File: src/rtl/video_pkg.sv
// Shared video definitions: default raster geometry, output FSM states and
// the 4-pixel packed FIFO word used by both the capture and output sides.
package video_pkg;

  localparam int C_WIDTH  = 640;
  localparam int C_HEIGHT = 480;
  localparam int C_LSYNC  = 160;
  localparam int C_FSYNC  = 40;

  typedef enum logic {
    S_IDLE = 1'b0,
    S_RUN  = 1'b1
  } state_t;

  // First pixel on screen lives in the most significant byte.
  typedef struct packed {
    logic [7:0] pixel_0;
    logic [7:0] pixel_1;
    logic [7:0] pixel_2;
    logic [7:0] pixel_3;
  } pix_word_t;

endpackage

File: src/rtl/video_timing_gen.sv
// Raster position counters for video_out_gen. col/row hold the next position
// to be emitted and advance once per accepted pixel tick.
module video_timing_gen
  import video_pkg::*;
#(
  parameter int p_WIDTH  = C_WIDTH,
  parameter int p_HEIGHT = C_HEIGHT,
  parameter int p_LSYNC  = C_LSYNC,
  parameter int p_FSYNC  = C_FSYNC,
  parameter int COL_W    = $clog2(p_WIDTH + p_LSYNC),
  parameter int ROW_W    = $clog2(p_HEIGHT + p_FSYNC)
) (
  input  logic       clk,
  input  logic       nRST,
  input  logic       adv,
  output logic [1:0] col_phase,
  output logic       active,
  output logic       frame_active,
  output logic       frame_end
);

  localparam int LAST_COL = p_WIDTH + p_LSYNC - 1;
  localparam int LAST_ROW = p_HEIGHT + p_FSYNC - 1;

  logic [COL_W-1:0] col;
  logic [ROW_W-1:0] row;

  // Column/row counters, wrapping at the end of the line and of the frame.
  always_ff @(posedge clk or negedge nRST) begin
    if (!nRST) begin
      col <= '0;
      row <= '0;
    end else if (adv) begin
      if (col == COL_W'(LAST_COL)) begin
        col <= '0;
        row <= (row == ROW_W'(LAST_ROW)) ? '0 : row + 1'b1;
      end else begin
        col <= col + 1'b1;
      end
    end
  end

  assign col_phase    = col[1:0];
  assign frame_active = 32'(row) < 32'(p_HEIGHT);
  assign active       = frame_active && (32'(col) < 32'(p_WIDTH));
  assign frame_end    = (col == COL_W'(LAST_COL)) && (row == ROW_W'(LAST_ROW));

endmodule

File: src/rtl/video_out_gen.sv
// Video output generator: pulls packed 4-pixel words from a FWFT FIFO and
// streams them one byte per pixel tick with line/frame valid framing.
// Optional macro VIDEO_OUT_CHECK_EN adds simulation-only underflow checks.
module video_out_gen
  import video_pkg::*;
#(
  parameter int p_WIDTH  = C_WIDTH,
  parameter int p_HEIGHT = C_HEIGHT,
  parameter int p_LSYNC  = C_LSYNC,
  parameter int p_FSYNC  = C_FSYNC
) (
  input  logic        clk,
  input  logic        nRST,
  input  logic        pix_ce,
  input  logic        enable,
  input  logic        fifo_empty,
  input  logic [31:0] fifo_data,
  output logic        fifo_r_e,
  output logic        line_valid,
  output logic        frame_valid,
  output logic [7:0]  pixel_out,
  output logic        underflow
);

  localparam int COL_W = $clog2(p_WIDTH + p_LSYNC);
  localparam int ROW_W = $clog2(p_HEIGHT + p_FSYNC);

  if ((p_WIDTH % 4) != 0) begin : g_width_check
    $error("video_out_gen: p_WIDTH must be a multiple of 4");
  end

  state_t     state;
  state_t     state_nxt;
  logic       tick;
  logic       active;
  logic       frame_active;
  logic       frame_end;
  logic       group_start;
  logic [1:0] col_phase;
  logic [23:0] rest_q;
  pix_word_t  head;

  assign head = pix_word_t'(fifo_data);

  video_timing_gen #(
    .p_WIDTH  (p_WIDTH),
    .p_HEIGHT (p_HEIGHT),
    .p_LSYNC  (p_LSYNC),
    .p_FSYNC  (p_FSYNC),
    .COL_W    (COL_W),
    .ROW_W    (ROW_W)
  ) u_timing (
    .clk          (clk),
    .nRST         (nRST),
    .adv          (tick),
    .col_phase    (col_phase),
    .active       (active),
    .frame_active (frame_active),
    .frame_end    (frame_end)
  );

  assign group_start = active && (col_phase == 2'd0);

  // A pop only happens on the first pixel of an active 4-pixel group.
  assign fifo_r_e = nRST && tick && group_start && !fifo_empty;

  // State register.
  always_ff @(posedge clk or negedge nRST) begin
    if (!nRST) state <= S_IDLE;
    else       state <= state_nxt;
  end

  // Next state and emit strobe; a frame always runs to its last tick.
  always_comb begin
    state_nxt = state;
    tick      = 1'b0;
    case (state)
      S_IDLE: begin
        if (pix_ce && enable && !fifo_empty) begin
          tick      = 1'b1;
          state_nxt = S_RUN;
        end
      end
      S_RUN: begin
        if (pix_ce) begin
          tick = 1'b1;
          if (frame_end && !enable) state_nxt = S_IDLE;
        end
      end
      default: state_nxt = S_IDLE;
    endcase
  end

  // Output registers and word unpacking; an empty FIFO zeroes the whole group.
  always_ff @(posedge clk or negedge nRST) begin
    if (!nRST) begin
      line_valid  <= 1'b0;
      frame_valid <= 1'b0;
      pixel_out   <= 8'h00;
      underflow   <= 1'b0;
      rest_q      <= '0;
    end else if (pix_ce) begin
      if (!tick) begin
        line_valid  <= 1'b0;
        frame_valid <= 1'b0;
        pixel_out   <= 8'h00;
      end else begin
        line_valid  <= active;
        frame_valid <= frame_active;
        if (!active) begin
          pixel_out <= 8'h00;
        end else if (col_phase == 2'd0) begin
          if (fifo_empty) begin
            pixel_out <= 8'h00;
            rest_q    <= '0;
            underflow <= 1'b1;
          end else begin
            pixel_out <= head.pixel_0;
            rest_q    <= {head.pixel_1, head.pixel_2, head.pixel_3};
          end
        end else begin
          case (col_phase)
            2'd1:    pixel_out <= rest_q[23:16];
            2'd2:    pixel_out <= rest_q[15:8];
            default: pixel_out <= rest_q[7:0];
          endcase
        end
      end
    end
  end

`ifdef VIDEO_OUT_CHECK_EN
  // Simulation-only: halt on an underflow event or a pop from an empty FIFO.
  always @(posedge clk) begin
    if (nRST && tick && group_start && fifo_empty) begin
      $display("video_out_gen: FIFO underflow at an active group start");
      $stop;
    end
    if (fifo_r_e && fifo_empty) begin
      $display("video_out_gen: FIFO read while empty");
      $stop;
    end
  end
`endif

endmodule

File: config.mk
export PLATFORM = sky130hd
export DESIGN_NAME = video_out_gen
export DESIGN_NICKNAME = d
export VERILOG_FILES = /design/src/rtl/video_pkg.sv /design/src/rtl/video_timing_gen.sv /design/src/rtl/video_out_gen.sv
export SDC_FILE = /design/constraint.sdc
export NUM_CORES = 1
export LEC_CHECK = 0
export BUFFER_PORTS_ARGS = -buffer_cell sky130_fd_sc_hd__buf_2
export CAP_MARGIN = 25
export CORE_MARGIN = 4
export CORE_UTILIZATION = 45
export CTS_CLUSTER_SIZE = 10
export DETAILED_ROUTE_END_ITERATION = 16
export PLACE_DENSITY = 0.7
export SLEW_MARGIN = 25
export SYNTH_ARGS = -nofsm -noshare
export SYNTH_HDL_FRONTEND = slang
export SYNTH_HIERARCHICAL = 1
export SYNTH_SLANG_ARGS = --single-unit
File: constraint.sdc
create_clock -name clk -period 2.3 [get_ports clk]
set_clock_uncertainty 0.15 [all_clocks]
set_input_delay 0.345 -clock clk [delete_from_list [all_inputs] [get_ports clk]]
set_output_delay 0.345 -clock clk [all_outputs]
set_load 0.02 [all_outputs]
==> results of run 1 <==
-- worst max-delay path: stages, from the launching register on --
cell and delay (ns):
dfrtp_1 0.42, and3_1 0.22, a21oi_2 0.17, and2_4 0.18
nand2_2 0.08, nor4_4 0.13, buf_4 0.17
-- power groups by stage --
stage               clock (uW)  sequential, uW  combinational (uW)
floorplan                    0            1100                 339
global placement             0            1120                 443
detailed placement           0            1130                 439
CTS                        558            1110                 449
global route               607            1120                 522
finish                     543            1110                 478
-- flip-flops by register name, summed over array words and instances (netlist names) --
| register | flops |
|---|---|
| state | 1 |
| u_timing/col | 10 |
| rest_q | 24 |
| pixel_out | 8 |
| frame_valid | 1 |
| line_valid | 1 |
| u_timing/row | 10 |
| underflow | 1 |
-- path summary, 6_finish.rpt --
path | start | endpoint | slack [ns] | cells after the start
worst max register to register | state$_DFF_PN0_ | u_timing/row[1]$_DFFE_PN0P_ | 0.26 | 7
min in group clk | fifo_data[21] | rest_q[21]$_DFFE_PN0P_ | 0.09 | 2
max in group asynchronous | nRST | u_timing/col[6]$_DFFE_PN0P_ | 1.48 | 2
worst max-delay path | u_timing/row[7]$_DFFE_PN0P_ | fifo_r_e | 0.12 | 6
worst min register to register | pixel_out[0]$_DFFE_PN0P_ | pixel_out[0]$_DFFE_PN0P_ | 0.35 | 1
worst min-delay path | nRST | pixel_out[6]$_DFFE_PN0P_ | 0.04 | 2
-- cell families (layout without fill, tap and decap cells) --
group                      after synthesis  after routing
AOI/OAI and AO/OA                       69             69
and+or+nand+nor                         62             62
DFF                                     56             56
buffers and inverters                   27             81
xor gates and xnor gates                12             12
adders and majority gates                5              5
muxes                                    2              2
-- cell usage in the layout, fill, tap and decap left out, types with 2 or more instances in the layout --
| cell | count |
|---|---|
| o21ai_1 | 2 |
| inv_1 | 12 |
| a21oi_1 | 2 |
| o21ai_0 | 4 |
| nand3_1 | 10 |
| nand2_2 | 3 |
| nor2b_1 | 3 |
| nor3b_1 | 9 |
| o2bb2ai_1 | 8 |
| a221oi_1 | 8 |
| and3_1 | 5 |
| buf_2 | 47 |
| a22o_1 | 34 |
| buf_4 | 12 |
| xor2_1 | 6 |
| ha_1 | 4 |
| dfrtp_1 | 56 |
| o21a_1 | 2 |
| nor3_1 | 3 |
| nand2_1 | 9 |
| xnor2_1 | 6 |
| nor2_1 | 7 |
| clkbuf_8 | 5 |
| nor4_4 | 3 |
-- final cells by class --
class                   count  area share, %
flip-flops and latches     56           43.8
multi-input cells         150           38.1
well taps                  75           2.93
clock inverters             2          0.509
repair buffers             60           10.8
clock buffers               6           2.27
inverters                  13           1.60
-- timing repair --
action | CTS | global route
pin swaps | 0 | 1
endpoints found under the setup margin | 1 | 1
resized for setup | 4 | 5
buffers inserted | 1 | 5
hold buffers | 0 | 0
-- routing by layer --
| layer | global-route usage, % | share of wire [%] | routed length (um) | up-vias |
|---|---|---|---|---|
| met5 | 0 | 0 | 0 | - |
| met4 | 5.76 | 1.4 | 82 | 0 |
| met3 | 3.27 | 4.4 | 265 | 6 |
| met2 | 24.5 | 46 | 2780 | 46 |
| met1 | 24.6 | 48 | 2900 | 985 |
| li1 | - | - | - | 962 |
-- stage by stage --
| stage | utilization, % | hold slack (ns) | total power [uW] | setup WS [ns] | std cells |
|---|---|---|---|---|---|
| after floorplan | - | -0.101 | 1440 | 0.0752 | 233 |
| after global placement | 51.1 | 0.316 | 1560 | 0.171 | 348 |
| after detailed placement | 51.1 | 0.322 | 1570 | 0.123 | 348 |
| final | 54.0 | 0.0371 | 2130 | 0.122 | 362 |
| after global routing | 54.0 | 0.0713 | 2250 | 0.0224 | 362 |
| after CTS | 52.9 | 0.0757 | 2110 | 0.0206 | 357 |
==> run summary, run 1 <==
Int Power: 1450 uW
Logic pwr share: 22.5%
total gr overflow: 0
post-synth top area share: 51.1%
Tmin final: 2.18 ns
Syn. warnings: 6
die area: 7410 sq um
crit-path max FO: 3
Post-Synth Adder-Cell Area: 2.28%
Seq cells post-synth: 56
insertion delay to the later sink of the worst-skew pair: 0.31 ns
actual slew at the worst max-slew pin: 0.714 ns
most frequent cell after synthesis: dfrtp_1
maximum vdd drop: 0.299 mV
sequential area share after synthesis: 51.1%
Routed WL: 6.03 mm
maximum buffer depth of the clock tree: 2
Rel. slew slack: 52.4%
ant diodes: 0
Final period util: 94.7%
nets: 328
clock share of power: 25.5%
post-synthesis simple-gate area fraction: 14.7%
Synth Area per Inst: 11.8 sq um
Root Buffer: clkbuf_8
CP Data Arrival Time: 1.68 ns
global-route wire length before repair: 9.80 mm
DRT antenna net count: 0
top post-synthesis cells by area: dfrtp_1 (51%), a22o_1 (11%), a221oi_1 (2.6%)
initial antenna violation count: 0
Fin. Hold Viols: 0
Syn Nets: 275
final setup fails: 0
Finished Cell Area: 3200 sq um
multiplexer share of the synthesized area: 0.776%
pwr dens: 665 nW/um^2
largest net degree at the start of global routing: 57
clock sink total: 56
Leakage: 0.00154 uW
clk slew on worst S/H paths: 0.10 ns
Max Fclk: 459 MHz
Main synth FF type: dfrtp_1
CTS Buf Count: 5
worst endpoint required time: 1.80 ns
Placed Area: 3030 sq um
number of global-route vias before repair: 1921
TritonCTS clock tree: built
status: finished, final reports clean
Core Area: 5920 sq um
share of synthesized registers carrying an async set or reset: 100%
RSZ-0062 raised after global routing: no
fill count: 542
Initial Util: 46.3%
XOR/XNOR Fraction of Synth Area: 3.83%
EDFF count, synth: 0
DR iter-0 viols: 118
top-level I/O count: 49
Die W: 86.1 um
Die Height: 86.1 um
I/O Buffers: 48
global placement routability congestion: 0.884
Distinct cells, synth: 46
Vias: 1999
share of layout cells above drive strength 1: 30.0%
compound-cell area share of the yosys netlist: 21.6%
Global Route Usage Sum: 16.7%
Crit Path Class: reg -> out
sequential share of power: 52.0%
H-tree depth: 2
vias per cell: 5.52
area of the multi-input gates: 1220 sq um
Setup crit start kind: flop
Mapped Area: 2740 sq um
fin. max-slew vios: 0
first-pass iteration count of the detailed router: 4
DR WL/cell: 16.6 um
max-capacitance violation count: 0
Switch Pwr: 677 uW
row count: 28
Gate Count Post-Synth: 233
CP Capture Type: output port
Yosys top cell by area: dfrtp_1
Setup TNS: 0 ns
synth cell count leaders: dfrtp_1 (56), a22o_1 (34), inv_1 (12), nand3_1 (10)
Post-DP HPWL: 4.23 mm
worst min path class: in -> async
area added between synthesis and finish: 16.6%
post-route DRC violation count: 0
FF/Latch Area: 1400 sq um
Sw Share: 31.8%
largest family of logic cells by synthesized area: compound AO/OA/AOI/OAI gates
No activity file was read; power rests on OpenSTA's default activity.
==> run 2: changes to the inputs <==
Settings changed: PLACE_DENSITY 0.7 to 0.69, SYNTH_HIERARCHICAL 1 to default.
==> run summary, run 2 <==
commonest non-fill, non-tap cell in the layout: o21ai_0
share of synthesized registers carrying an async set or reset: 100%
fin. max-slew vios: 0
Syn. warnings: 0
Switch Pwr: 1170 uW
largest net degree at the start of global routing: 57
hold_ws: 0.0866 ns
nets: 385
Vias: 2423
sequential share of power: 47.8%
Max Fclk: 446 MHz
Rel. slew slack: 53.0%
post-synth top area share: 50.7%
Crit Path Class: reg -> out
setup ws final: 0.0569 ns
TritonCTS clock tree: built
clock sink total: 56
Yosys top cell by area: dfrtp_1
ant diodes: 0
Int Power: 1930 uW
area added between synthesis and finish: 18.5%
share of layout cells above drive strength 1: 23.3%
Sw Share: 37.6%
pwr dens: 946 nW/um^2
max-capacitance violation count: 0
actual slew at the worst max-slew pin: 0.706 ns
Die W: 86.4 um
Die Height: 86.4 um
Fin. Hold Viols: 0
post-route DRC violation count: 0
vias per cell: 5.78
Initial Util: 46.4%
CP cell instances: a41oi_4 > o2111ai_2 > or2_4 > nor3b_4 > buf_6
maximum buffer depth of the clock tree: 2
H-tree depth: 2
worst min path class: in -> async
R2R Setup Slk: 0.10 ns
Tmin final: 2.24 ns
global placement routability congestion: 0.894
Largest Register: rest_q
Logic pwr share: 34.0%
post-cts hold buffer count: 0
CP delay by family, top: simple AND/OR/NAND/NOR gates
Main synth FF type: dfrtp_1
commonest cells after routing, fill and taps aside: o21ai_0 (58), dfrtp_1 (54), buf_2 (47), nand2_1 (33), buf_4 (15)
clock share of power: 18.2%
EDFF count, synth: 0
CP Data Arrival Time: 1.75 ns
Mapped Area: 2770 sq um
first-pass iteration count of the detailed router: 5
DRT antenna net count: 0
Global Route Usage Sum: 18.7%
placed cell count: 406
maximum vdd drop: 0.509 mV
synth cell count leaders: o21ai_0 (59), dfrtp_1 (56), nand2_1 (33), clkbuf_1 (16), nor2_1 (13)
crit-path max FO: 2
Post-Place Worst Slack: 0.149 ns
final setup fails: 0
Setup crit start kind: flop
max FFs per register: 24
initial antenna violation count: 0
CP Capture Type: output port
Finished Cell Area: 3280 sq um
number of global-route vias before repair: 2246
insertion delay to the later sink of the worst-skew pair: 0.31 ns
Non-Filler Instances: 419
Post-DP HPWL: 4.68 mm
top post-synthesis cells by area: dfrtp_1 (51%), o21ai_0 (11%), nand2_1 (4.5%)
global-route wire length before repair: 11.1 mm
Root Buffer: clkbuf_8
clk slew on worst S/H paths: 0.10 ns
sequential area share after synthesis: 50.7%
Seq cells post-synth: 56
worst endpoint required time: 1.80 ns
status: finished, final reports clean
total gr overflow: 0
most frequent cell after synthesis: o21ai_0
row count: 28
DR iter-0 viols: 198
I/O Buffers: 48
Gate Count Post-Synth: 291
Leakage: 0.00146 uW
Core Area: 5960 sq um
Placed Area: 3120 sq um
CTS Buf Count: 5
Syn Nets: 333
Distinct cells, synth: 41
top-level I/O count: 49
CP peak stage delay: 0.43 ns
Crit-path slowest cell: dfrtp_1
Buf/Inv on CP: 1
Synth Area per Inst: 9.50 sq um
DR WL/cell: 16.2 um
die area: 7460 sq um
Final period util: 97.5%
Routed WL: 6.79 mm
biggest regs: rest_q x24, u_timing.col x10, u_timing.row x10
-- run 2: cell count changes after synthesis, sizes merged, moves of 8 or more --
cell,previous run,this run
o21ai,6,59
a221oi,8,0
nand2,12,33
clkbuf,0,16
a22o,34,1
a22oi,0,8
a211oi,0,10
buf,14,2
-- run 2: metrics by stage --
stage | setup TNS (ns) | util (%) | power (uW)
3_5_place_dp | 0 | 52.3 | 2550
5_1_grt | -0.0226 | 55.0 | 3340
3_3_place_gp | 0 | 52.3 | 2520
4_1_cts | 0 | 54.4 | 3110
6_report | 0 | 55.0 | 3100
2_1_floorplan | 0 | - | 2180
-- run 2: final timing paths --
path | end | depth (start not counted) | from
worst max-delay path | fifo_r_e | 5 | u_timing.row[8]$_DFFE_PN0P_
worst min-delay path | u_timing.row[2]$_DFFE_PN0P_ | 2 | nRST
worst max register to register | u_timing.row[7]$_DFFE_PN0P_ | 5 | u_timing.col[1]$_DFFE_PN0P_
worst min register to register | underflow$_DFFE_PN0P_ | 1 | underflow$_DFFE_PN0P_
max in group asynchronous | u_timing.row[7]$_DFFE_PN0P_ | 2 | nRST
min in group clk | rest_q[21]$_DFFE_PN0P_ | 3 | fifo_data[21]
-- run 2: repair_timing --
item	in CTS	in global routing
gates resized for setup	4	4
setup endpoints to repair	1	1
buffers inserted	2	3
pin swaps	2	2
-- run 2: final cells by class --
| type | count | area (sq um) |
|---|---|---|
| Sequential cell | 56 | 1400 |
| Timing Repair Buffer | 63 | 359 |
| Tap cell | 75 | 93.8 |
| Clock buffer | 7 | 86.3 |
| Fill cell | 557 | 2680 |
| Clock inverter | 1 | 7.51 |
| Multi-Input combinational cell | 208 | 1290 |
| Inverter | 9 | 33.8 |
-- run 2: worst reg2reg max path: stages (launching register included) --
cell and delay, ns:
dfrtp_1 0.42, ha_1 0.21, nand2_1 0.14, or4_4 0.65
nor4_1 0.36, xor2_1 0.18
-- run 2: power by group through the flow --
stage	clock (uW)	sequential [uW]	combinational, uW
finish	564	1480	1050
global route	623	1520	1190
CTS	573	1480	1060
detailed placement	0	1500	1050
global placement	0	1490	1030
floorplan	0	1510	671
-- run 2: routing by layer --
layer  track usage [%]  wire, um  up-vias
li1                  -         -     1165
met1              27.8      3170     1152
met2              27.9      3130       99
met3              3.14       403        7
met4              5.95        80        0
met5                 0         0        -
-- run 2: logic make-up (layout without fill, tap and decap cells) --
logic type | count (synthesis) | in the layout | synth area share, %
adders and majority gates | 5 | 5 | 2.26
buffers and inverters | 27 | 80 | 3.98
muxes | 2 | 2 | 0.724
and+or+nand+nor | 86 | 86 | 16.4
AOI/OAI and AO/OA | 105 | 105 | 22.8
DFF | 56 | 56 | 50.7
xor gates and xnor gates | 10 | 10 | 3.17
==> run 3: changes to the inputs <==
--- a/constraint.sdc
+++ b/constraint.sdc
@@ -3,3 +3,3 @@
 set_input_delay 0.345 -clock clk [delete_from_list [all_inputs] [get_ports clk]]
 set_output_delay 0.345 -clock clk [all_outputs]
-set_load 0.02 [all_outputs]
+set_load 0.01 [all_outputs]
==> run summary, run 3 (synthesis results as in run 2) <==
Final period util: 97.6%
pwr dens: 977 nW/um^2
Int Power: 2010 uW
die area: 7460 sq um
Die W: 86.4 um
crit-path max FO: 5
fin. max-slew vios: 0
maximum buffer depth of the clock tree: 2
area added between synthesis and finish: 16.9%
max-capacitance violation count: 0
Crit Reg-Reg Startpoint: u_timing.col[0]$_DFFE_PN0P_
Tmin final: 2.24 ns
top-level I/O count: 49
Switch Pwr: 1150 uW
ant diodes: 0
Pwr Total: 3160 uW
R2R Path End: u_timing.row[7]$_DFFE_PN0P_
H-tree depth: 2
total gr overflow: 0
RSZ-0062 raised after global routing: yes
Max Fclk: 446 MHz
initial antenna violation count: 0
biggest regs: rest_q x24, u_timing.col x10, u_timing.row x10
largest net degree at the start of global routing: 57
Vias: 2330
clk slew on worst S/H paths: 0.10 ns
max FFs per register: 24
Initial Util: 46.4%
fill count: 544
Finished Cell Area: 3230 sq um
Sw Share: 36.4%
sequential share of power: 46.7%
Buf/Inv on CP: 1
Global Route Usage Sum: 18.3%
Root Buffer: clkbuf_8
maximum vdd drop: 0.583 mV
DR iter-0 viols: 129
TritonCTS clock tree: built
row count: 28
status: finished, final reports clean
post-route DRC violation count: 0
Largest Register: rest_q
Rel. slew slack: 53.7%
CP Data Arrival Time: 1.75 ns
I/O Buffers: 48
global-route wire length before repair: 10.8 mm
Placed Area: 3100 sq um
share of layout cells above drive strength 1: 22.1%
clock sink total: 56
nets: 380
Crit Path Class: reg -> out
insertion delay to the later sink of the worst-skew pair: 0.32 ns
Die Height: 86.4 um
actual slew at the worst max-slew pin: 0.695 ns
Post-DP HPWL: 4.63 mm
CTS Buf Count: 5
vias per cell: 5.63
Crit-path slowest cell: dfrtp_1
final setup fails: 0
CP peak stage delay: 0.44 ns
CP Capture Type: output port
commonest non-fill, non-tap cell in the layout: o21ai_0
R2R Setup Slk: 0.16 ns
worst min path class: in -> async
commonest cells after routing, fill and taps aside: o21ai_0 (59), dfrtp_1 (53), buf_2 (48), nand2_1 (33), nor2_1 (13)
Core Area: 5960 sq um
worst endpoint required time: 1.80 ns
Logic pwr share: 32.3%
Worst Reg-to-Reg Cells: 5
first-pass iteration count of the detailed router: 4
DR WL/cell: 15.9 um
Routed WL: 6.58 mm
Leakage: 0.00144 uW
clock share of power: 21.0%
global placement routability congestion: 0.967
CP cell instances: o21ai_0 > o2111ai_2 > or2_1 > nor3b_2 > buf_2
DRT antenna net count: 0
Setup crit start kind: flop
Fin. Hold Viols: 0
CP delay by family, top: simple AND/OR/NAND/NOR gates
post-cts hold buffer count: 0
number of global-route vias before repair: 2215
run 3: cell types whose count changed in the layout (fill, tap and decap cells not counted), sizes merged:
cell,delta
clkbuf,-1
buf,-5
inv,+1
bufinv,+1
clkinvlp,-1
run 3: layout make-up:
class                      instances  area [sq um]  share of cell area (%)
timing repair buffer              58           315                    9.76
tap                               75          93.8                    2.90
sequential                        56          1410                    43.5
clock buffer                       6          72.6                    2.25
multi-input combinational        208          1270                    39.4
clock inverter                     2          38.8                    1.20
inverter                           9          33.8                    1.05
run 3: worst max path at each step:
stage,startpoint,to,slack (ns),cells past startpoint
floorplan,u_timing.col[0]$_DFFE_PN0P_,fifo_r_e,0.007,8
global placement,u_timing.col[0]$_DFFE_PN0P_,u_timing.row[7]$_DFFE_PN0P_,0.26,5
detailed placement,u_timing.col[0]$_DFFE_PN0P_,u_timing.row[7]$_DFFE_PN0P_,0.21,5
CTS,u_timing.row[6]$_DFFE_PN0P_,fifo_r_e,0.002,5
global route,u_timing.row[8]$_DFFE_PN0P_,fifo_r_e,-0.05,5
finish,u_timing.col[8]$_DFFE_PN0P_,fifo_r_e,0.06,5
run 3: worst reg2reg max path, delay by kind of cell (launching register included):
kind | cells | cell delay (ns)
flops | 1 | 0.41
xor+xnor | 1 | 0.18
simple gates | 3 | 1.11
fa+ha+maj | 1 | 0.21
run 3: stage by stage:
step	worst slack, ns	util, %	TNS [ns]	instances	hold slack, ns
final	0.0559	54.3	0	414	0.0201
after global routing	-0.0471	54.3	-0.0471	414	0.102
after CTS	0.00237	54.1	0	413	0.0671
after detailed placement	0.210	52.1	0	405	0.322
after global placement	0.261	52.1	0	405	0.309
after floorplan	0.00704	-	0	291	-0.101
run 3: power groups by stage:
stage	Sequential (uW)	Clock [uW]	Combinational, uW
finish	1480	661	1020
global route	1500	704	1160
CTS	1470	678	1020
detailed placement	1490	0	1020
global placement	1480	0	995
floorplan	1470	0	665
run 3: repair_timing:
item / in CTS / in global routing
endpoints found under the setup margin: 1 / 1
buffers inserted: 0 / 1
cloned: 0 / 0
pin swaps: 0 / 4
gates resized for setup: 1 / 3
run 3: routing by layer:
| layer | share of wire, % | track usage [%] |
|---|---|---|
| met5 | 0 | 0 |
| met4 | 1.1 | 5.10 |
| met3 | 4.8 | 3.33 |
| met2 | 46 | 28.1 |
| met1 | 49 | 26.6 |
